==> config.mk <==
export PLATFORM = sky130hd
export DESIGN_NAME = tile_blitter
export DESIGN_NICKNAME = d
export VERILOG_FILES = /design/src/rtl/blit_pkg.sv /design/src/rtl/blit_delay_line.sv /design/src/rtl/tile_blitter.sv
export SDC_FILE = /design/constraint.sdc
export NUM_CORES = 1
export LEC_CHECK = 0
export CAP_MARGIN = 10
export CELL_PAD_IN_SITES_DETAIL_PLACEMENT = 1
export CELL_PAD_IN_SITES_GLOBAL_PLACEMENT = 1
export CORE_ASPECT_RATIO = 0.8
export CORE_MARGIN = 2
export CORE_UTILIZATION = 45
export CTS_BUF_LIST = sky130_fd_sc_hd__clkbuf_8
export CTS_CLUSTER_SIZE = 12
export DETAILED_ROUTE_END_ITERATION = 12
export PLACE_DENSITY_LB_ADDON = 0.2
export REMOVE_ABC_BUFFERS = 1
export SYNTH_ARGS = -nofsm -noshare
export SYNTH_HDL_FRONTEND = slang
export SYNTH_SLANG_ARGS = --single-unit
==> constraint.sdc <==
create_clock -name clk -period 8.26 [get_ports clk]
set_input_delay 1.652 -clock clk [delete_from_list [all_inputs] [get_ports clk]]
set_output_delay 1.652 -clock clk [all_outputs]
set_load 0.1 [all_outputs]
==> src/rtl/blit_pkg.sv <==
// Shared types and screen/ROM defaults for the blitter and the VGA adapter.
package blit_pkg;
  typedef enum logic [1:0] {IDLE, ISSUE, DRAIN, DONE} state_t;

  localparam int SCR_W_DEF   = 160;
  localparam int SCR_H_DEF   = 120;
  localparam int ROM_LAT_DEF = 2;
endpackage

==> src/rtl/blit_delay_line.sv <==
// Fixed-depth shift register carrying {col, row, valid} alongside the ROM read.
module blit_delay_line #(
  parameter int DEPTH = 2,
  parameter int WIDTH = 17
) (
  input  logic             clk,
  input  logic             reset,
  input  logic [WIDTH-1:0] din,
  output logic [WIDTH-1:0] dout
);
  genvar gi;
  generate
    for (gi = 0; gi < DEPTH; gi++) begin : g_stage
      logic [WIDTH-1:0] q;
      if (gi == 0) begin : g_head
        always_ff @(posedge clk or posedge reset) begin
          if (reset) q <= '0;
          else       q <= din;
        end
      end else begin : g_tail
        always_ff @(posedge clk or posedge reset) begin
          if (reset) q <= '0;
          else       q <= g_stage[gi-1].q;
        end
      end
    end
  endgenerate

  assign dout = g_stage[DEPTH-1].q;
endmodule

==> src/rtl/tile_blitter.sv <==
// Copies a W x H image from ROM to the framebuffer at a runtime origin, one pixel per clock, with clipping.
// Optional TILE_BLITTER_COLOUR_KEY_EN adds key_rgb: pixels matching it are not written.
module tile_blitter
  import blit_pkg::*;
#(
  parameter int X_W     = 8,
  parameter int Y_W     = 8,
  parameter int ADDR_W  = 16,
  parameter int RGB_W   = 24,
  parameter int SCR_W   = SCR_W_DEF,
  parameter int SCR_H   = SCR_H_DEF,
  parameter int ROM_LAT = ROM_LAT_DEF
) (
  input  logic              clk,
  input  logic              reset,
  input  logic              start,
  input  logic [ADDR_W-1:0] base_addr,
  input  logic [X_W-1:0]    origin_x,
  input  logic [Y_W-1:0]    origin_y,
  input  logic [X_W-1:0]    img_w,
  input  logic [Y_W-1:0]    img_h,
`ifdef TILE_BLITTER_COLOUR_KEY_EN
  input  logic [RGB_W-1:0]  key_rgb,
`endif
  input  logic [RGB_W-1:0]  rom_data,
  output logic [ADDR_W-1:0] rom_addr,
  output logic [X_W-1:0]    vga_x,
  output logic [Y_W-1:0]    vga_y,
  output logic [RGB_W-1:0]  vga_rgb,
  output logic              vga_we,
  output logic              busy,
  output logic              done
);
  localparam int CNT_W = (ROM_LAT > 1) ? $clog2(ROM_LAT) : 1;
  localparam int DL_W  = X_W + Y_W + 1;
  localparam logic [X_W:0] SCR_X = (X_W+1)'(SCR_W);
  localparam logic [Y_W:0] SCR_Y = (Y_W+1)'(SCR_H);

  state_t            state, state_next;
  logic [X_W-1:0]    ox_reg, w_reg, col_reg, col_next;
  logic [Y_W-1:0]    oy_reg, h_reg, row_reg, row_next;
  logic [ADDR_W-1:0] addr_next;
  logic [CNT_W-1:0]  cnt_reg, cnt_next;
  logic              latch, last_pix;

  assign last_pix = (col_reg == w_reg - X_W'(1)) && (row_reg == h_reg - Y_W'(1));

  always_comb begin
    state_next = state;
    col_next   = col_reg;
    row_next   = row_reg;
    addr_next  = rom_addr;
    cnt_next   = cnt_reg;
    latch      = 1'b0;
    case (state)
      IDLE: if (start) begin
        latch = 1'b1;
        // A zero-area request completes without touching the ROM address.
        if (img_w == '0 || img_h == '0) begin
          state_next = DONE;
        end else begin
          state_next = ISSUE;
          col_next   = '0;
          row_next   = '0;
          addr_next  = base_addr;
        end
      end
      ISSUE: begin
        if (last_pix) begin
          state_next = DRAIN;
          cnt_next   = '0;
        end else begin
          addr_next = rom_addr + ADDR_W'(1);
          if (col_reg == w_reg - X_W'(1)) begin
            col_next = '0;
            row_next = row_reg + Y_W'(1);
          end else begin
            col_next = col_reg + X_W'(1);
          end
        end
      end
      DRAIN: begin
        if (cnt_reg == CNT_W'(ROM_LAT - 1)) state_next = DONE;
        else                                cnt_next   = cnt_reg + CNT_W'(1);
      end
      DONE:    state_next = IDLE;
      default: state_next = IDLE;
    endcase
  end

  always_ff @(posedge clk or posedge reset) begin
    if (reset) begin
      state    <= IDLE;
      ox_reg   <= '0;
      oy_reg   <= '0;
      w_reg    <= '0;
      h_reg    <= '0;
      col_reg  <= '0;
      row_reg  <= '0;
      cnt_reg  <= '0;
      rom_addr <= '0;
      busy     <= 1'b0;
      done     <= 1'b0;
    end else begin
      state    <= state_next;
      col_reg  <= col_next;
      row_reg  <= row_next;
      cnt_reg  <= cnt_next;
      rom_addr <= addr_next;
      busy     <= (state_next == ISSUE) || (state_next == DRAIN);
      done     <= (state_next == DONE);
      if (latch) begin
        ox_reg <= origin_x;
        oy_reg <= origin_y;
        w_reg  <= img_w;
        h_reg  <= img_h;
      end
    end
  end

  // The tuple enters alongside the address it describes, so it emerges as rom_data arrives.
  logic [DL_W-1:0] dl_in, dl_out;
  logic [X_W-1:0]  d_col;
  logic [Y_W-1:0]  d_row;
  logic            d_valid;

  assign dl_in = {col_next, row_next, state_next == ISSUE};
  assign {d_col, d_row, d_valid} = dl_out;

  blit_delay_line #(.DEPTH(ROM_LAT), .WIDTH(DL_W)) u_delay (
    .clk   (clk),
    .reset (reset),
    .din   (dl_in),
    .dout  (dl_out)
  );

  logic [X_W:0] x_sum;
  logic [Y_W:0] y_sum;
  logic         clipped, keyed, we_next;

  assign x_sum   = {1'b0, ox_reg} + {1'b0, d_col};
  assign y_sum   = {1'b0, oy_reg} + {1'b0, d_row};
  assign clipped = x_sum[X_W] || y_sum[Y_W] || (x_sum >= SCR_X) || (y_sum >= SCR_Y);

`ifdef TILE_BLITTER_COLOUR_KEY_EN
  logic [RGB_W-1:0] key_reg;
  always_ff @(posedge clk or posedge reset) begin
    if (reset)      key_reg <= '0;
    else if (latch) key_reg <= key_rgb;
  end
  assign keyed = (rom_data == key_reg);
`else
  assign keyed = 1'b0;
`endif

  assign we_next = d_valid && !clipped && !keyed;

  always_ff @(posedge clk or posedge reset) begin
    if (reset) begin
      vga_x   <= '0;
      vga_y   <= '0;
      vga_rgb <= '0;
      vga_we  <= 1'b0;
    end else begin
      vga_we <= we_next;
      if (we_next) begin
        vga_x   <= x_sum[X_W-1:0];
        vga_y   <= y_sum[Y_W-1:0];
        vga_rgb <= rom_data;
      end
    end
  end
endmodule

* Yosys cells after proc, flatten, opt, wreduce, memory -nomap -nowiden
Cells that the tools add are included.
** Cells by class
- $add $sub $neg :: 8
- Magnitude comparators :: 2
- Equal/unequal tests :: 12
- Mux-type cells :: 24
- Reductions and logical operators :: 15
** Operators by type and width (number)
- two-way mux 8 bit :: 8
- two-way mux 16 bit :: 3
- one-hot mux 16 bit (2 select lines) :: 1
- one-hot mux 8 bit (2 select lines) :: 2
- adder 8 x 8 -> 9 bit :: 2
- adder 16 x 1 -> 16 bit (second input constant) :: 1
- adder 8 x 1 -> 8 bit (second input constant) :: 2
- equality test 8 bit :: 2
- zero test 8 bit :: 2
- subtractor 8 x 1 -> 8 bit (second input constant) :: 2
- greater-or-equal comparator 9 x 7 -> 1 bit (second input constant) :: 1
- greater-or-equal comparator 9 x 8 -> 1 bit (second input constant) :: 1
- equality test 2 bit (second input constant) :: 4
- two-way mux 2 bit :: 4
- inequality test 2 bit (second input constant) :: 4
- one-hot mux 2 bit (4 select lines) :: 1
- logical OR 1 bit :: 5
- equality test 2 x 1 -> 1 bit (second input constant) :: 2
- two-way mux 1 bit :: 4
- AND reduction 4 bit :: 1
- nonzero test 2 bit :: 2
- logical AND 1 bit :: 2
- zero test 2 bit :: 1
- one-hot mux 1 bit (2 select lines) :: 1
- 3 further kinds :: 3
** Storage, ports and cells
- Register bits after elaboration :: 144
- Bits of input ports :: 75
- Output and inout port bits :: 59
- Word-level logic and storage cells :: 78

* Logic depth before layout (Yosys ltp)
- Depth in word-level cells :: 7
- Mapped depth :: 12
- Depth with buffers taken out :: 11

* By module
A second synthesis with hierarchy kept.
** Second synthesis, totals
- Cells, all modules :: 610
- Area total of the unflattened synthesis :: 6890.4 um2
** Modules (own cells, without submodules)
- tile_blitter :: instances 1, cells an instance 575, area each 6035.8 um2
- blit_delay_line :: instances 1, cells an instance 35, area each 854.6 um2

* Worst setup path after synthesis
OpenSTA, ideal clock, no wires.
- Path kind :: in2reg
- Start point :: input port img_w[0]
- End point :: register rom_addr[3]
- Setup time :: 0.128 ns
- Arrival time :: 2.860 ns
- Required time :: 8.132 ns
- Path slack :: 5.272 ns
- Stages on the path :: 8
- Cell sequence :: nor4_1 > nand2_1 > nand2_1 > nor2_1 > nor2_1 > clkbuf_1 > nor2_1 > o2bb2a_1
** Between the ends
- Longest elaborated chain between the ends :: 4
** RTL lines
- start, declared :: RTL line tile_blitter.sv:20 : input logic [X_W-1:0] img_w,
- zero test 8 bit :: RTL line tile_blitter.sv:59 : if (img_w == '0 || img_h == '0) begin
- logical OR 1 bit :: RTL line tile_blitter.sv:59
- inequality test 2 bit (no source line)
- AND reduction 4 bit (no source line)
- end signal, assigned :: RTL line tile_blitter.sv:109 : rom_addr <= addr_next;
- end, declared :: RTL line tile_blitter.sv:26 : output logic [ADDR_W-1:0] rom_addr,
Every way passes these cells.
A chain may end at the register's enable or synchronous reset.

* Worst setup path in the final report
- Start point :: input port img_w[4]
- End point :: register rom_addr[12]
Same word-level chain as after synthesis.

==> metrics.yaml <==
clock_tree:
  cts.clk_slew.worst_paths_ns: 0.08
  clockBufferDepth: 2
  cts_root_buf: "clkbuf_8"
  hold_buffers: 0
  clock-sinks: 128
  post_cts_resized: 0
  htreeDepth: 4
  cts_tree: "done"
  numCtsBuffers: 17
  cts_setup_buffers: 0
  worstSkewPairLatency_ns: 0.45
setup_path:
  path_max_fanout: 12
  crit_required_ns: 8.55
  critical_path_buf_inv_count: 1
  critical_path_class: "input port to flip-flop"
  path_depth: 9
  critPathSlowestCell: "nor2_1"
  cp_common_cell: "nor2_1"
  r2r_slack_ns: 4.46
  r2r_cells: 10
  regToRegStartpoint: "h_reg[0]"
  crit_path_max_incr_delay_ns: 0.70
  worstPathArrival_ns: 4.20
  end_kind: "flip-flop"
  start_kind: "input port"
  critical_path.cell_chain: "clkdlybuf4s50_1 -> nor4_1 -> nand2_1 -> nand2_1 -> nor2_1 -> nor2_1 -> nor2_1 -> a211oi_1 -> a311oi_1"
  crit_family: "simple AND/OR/NAND/NOR gates"
route:
  vias: 5064
  via_per_inst: 5.614
  wl_per_cell_um: 19.00
  ant_nets: 0
  route.detailed.drc: 0
  drt_iter0_drc: 340
  drtPass1Iterations: 4
  routed_wl_um: 17140
layout:
  seqCellArea_um2: 3203
  final_layout_size_suffix_gt1_share_pct: 15.24
  area_growth_pct: 30.77
  nets: 809
  multiInputGateArea_um2: 2982
  diodes: 0
  fillerInstances: 1430
hold_path:
  worstHoldPathCells: 0
  min_to: "u_delay.dout[0]"
  hold_path_startpoint: "u_delay.g_stage[0].q[0]"
  min_path_type: "flip-flop to flip-flop"
yosys:
  synth_edf_count: 0
  ys_seq_area_share_pct: 50.55
  ys_types: 62
  synth_area_leader_cell: "dfrtp_1"
  syn_avg_cell_area_um2: 11.06
  synthesis.area_um2: 6336
  synth_flop_cell: "dfrtp_1"
  ys_ff_latch: 128
  yosys-top-cells-area: "dfrtp_1, mux2_2, ha_1, nand2_1, nor2_1"
  async_flop_share_pct: 100.0
  synth_top_area_share_pct: 50.55
  yosysWarnings: 0
  syn_inst: 573
  yosys.cell_count.top_type: "dfrtp_1"
  yosys-top-cells-count: "dfrtp_1, mux2_2, nand2_1"
floorplan:
  initial_utilization_pct: 46.43
  dieArea_um2: 15050
  rows: 38
  coreArea_um2: 13650
  die-width_um: 136.7
  io_pins: 134
  die_h_um: 110.1
placed_design:
  routabilityCongestion: 0.8473
  portBuffers: 133
  dp_hpwl_um: 12420
timing:
  worst_pin_slew_ns: 1.014
  fmax_ghz: 0.2559
  tns_ns: 0
  finalCritPeriodShare_pct: 47.32
  relSlewSlack_pct: 32.17
  rsz0062_at_grt: "false"
  period_minus_slack_ns: 3.908
  setup_viol: 0
  report.final.slew_viol_count: 0
  finalHoldViolations: 0
  skew_ns: 0.01304
global_routing:
  overflow: 0
  grt_start_max_net_pins: 74
  grt_pass1_wl_um: 28100
  grt_pass1_vias: 5585
  grt_use_total_pct: 24.26
  antenna_found_initial: 0
status:
  status: "completed"
job:
  cap_violations: 0
-- worst reg2reg max path: stages, from the launching register on --
cell	delay, ns
dfrtp_1	0.42
inv_1	0.09
ha_1	0.19
nor3b_1	0.31
nand2_1	0.13
xnor2_1	0.15
nor4_1	0.68
nand3_1	0.48
o21ai_1	0.91
o21ai_0	0.22
o31ai_1	0.12
-- cell families (layout without fill, tap and decap cells) --
kind of cell,after synthesis,after routing,share of synthesized area (%)
simple gates,166,166,13.27
flops,128,128,50.55
compound gates,117,117,12.74
mux,68,68,11.97
buf+inv,43,192,2.705
xor+xnor,26,26,3.594
fa+ha+maj,25,25,5.174
-- area by class of cell --
cell class | instances | area share (%)
sequential | 128 | 38.66
timing repair buffer | 138 | 16.52
tap | 180 | 2.718
clock buffer | 19 | 3.156
clock inverter | 13 | 1.933
multi-input combinational | 402 | 35.99
inverter | 22 | 1.027
-- routing by layer --
metal,part of all wire (%),track usage [%],up-vias
li1,-,-,2356
met1,44,30.39,2602
met2,51,42.64,88
met3,3.4,5.167,18
met4,1.1,6.845,0
met5,0,0,-
-- worst max-delay path by stage --
stage                         from            to  slack (ns)
final                     img_w[4]  rom_addr[12]        4.35
after global routing      h_reg[0]     flip-flop        4.12
after global placement    img_w[4]  rom_addr[14]        4.07
after detailed placement  img_w[4]  rom_addr[14]        4.00
after floorplan              reset     async pin        3.20
after CTS                 img_w[4]  rom_addr[12]        4.43
-- stage by stage --
stage | hold slack [ns] | cells | setup slack, ns | instance area (µm²) | util, %
floorplan | 0.3312 | 552 | 3.195 | 6247 | -
global placement | 0.3414 | 870 | 4.075 | 7864 | 57.63
global route | 0.3804 | 902 | 4.116 | 8285 | 60.72
detailed placement | 0.3363 | 870 | 3.998 | 7864 | 57.63
finish | 0.3542 | 902 | 4.352 | 8285 | 60.72
CTS | 0.3617 | 902 | 4.430 | 8285 | 60.72
-- cell usage in the layout (no fill, tap or decap), types with 6 or more instances in the layout --
master | netlist | layout
nor4_1 | 8 | 8
dfrtp_1 | 128 | 128
a21oi_1 | 27 | 27
clkbuf_8 | 0 | 19
and2_1 | 6 | 6
xnor2_1 | 14 | 14
mux2_2 | 62 | 62
nand3_1 | 17 | 17
o21ai_0 | 23 | 23
and3_1 | 15 | 15
ha_1 | 23 | 23
a31oi_1 | 6 | 6
xor2_1 | 12 | 12
nor3_1 | 15 | 15
inv_1 | 22 | 21
a211oi_1 | 9 | 9
mux2i_1 | 6 | 6
nand2_1 | 40 | 40
nor2_1 | 38 | 37
clkdlybuf4s50_1 | 0 | 133
Power is left out: the tool's default activity adds up to more than one toggle a clock period on the data nets, which glitch-free logic cannot reach.
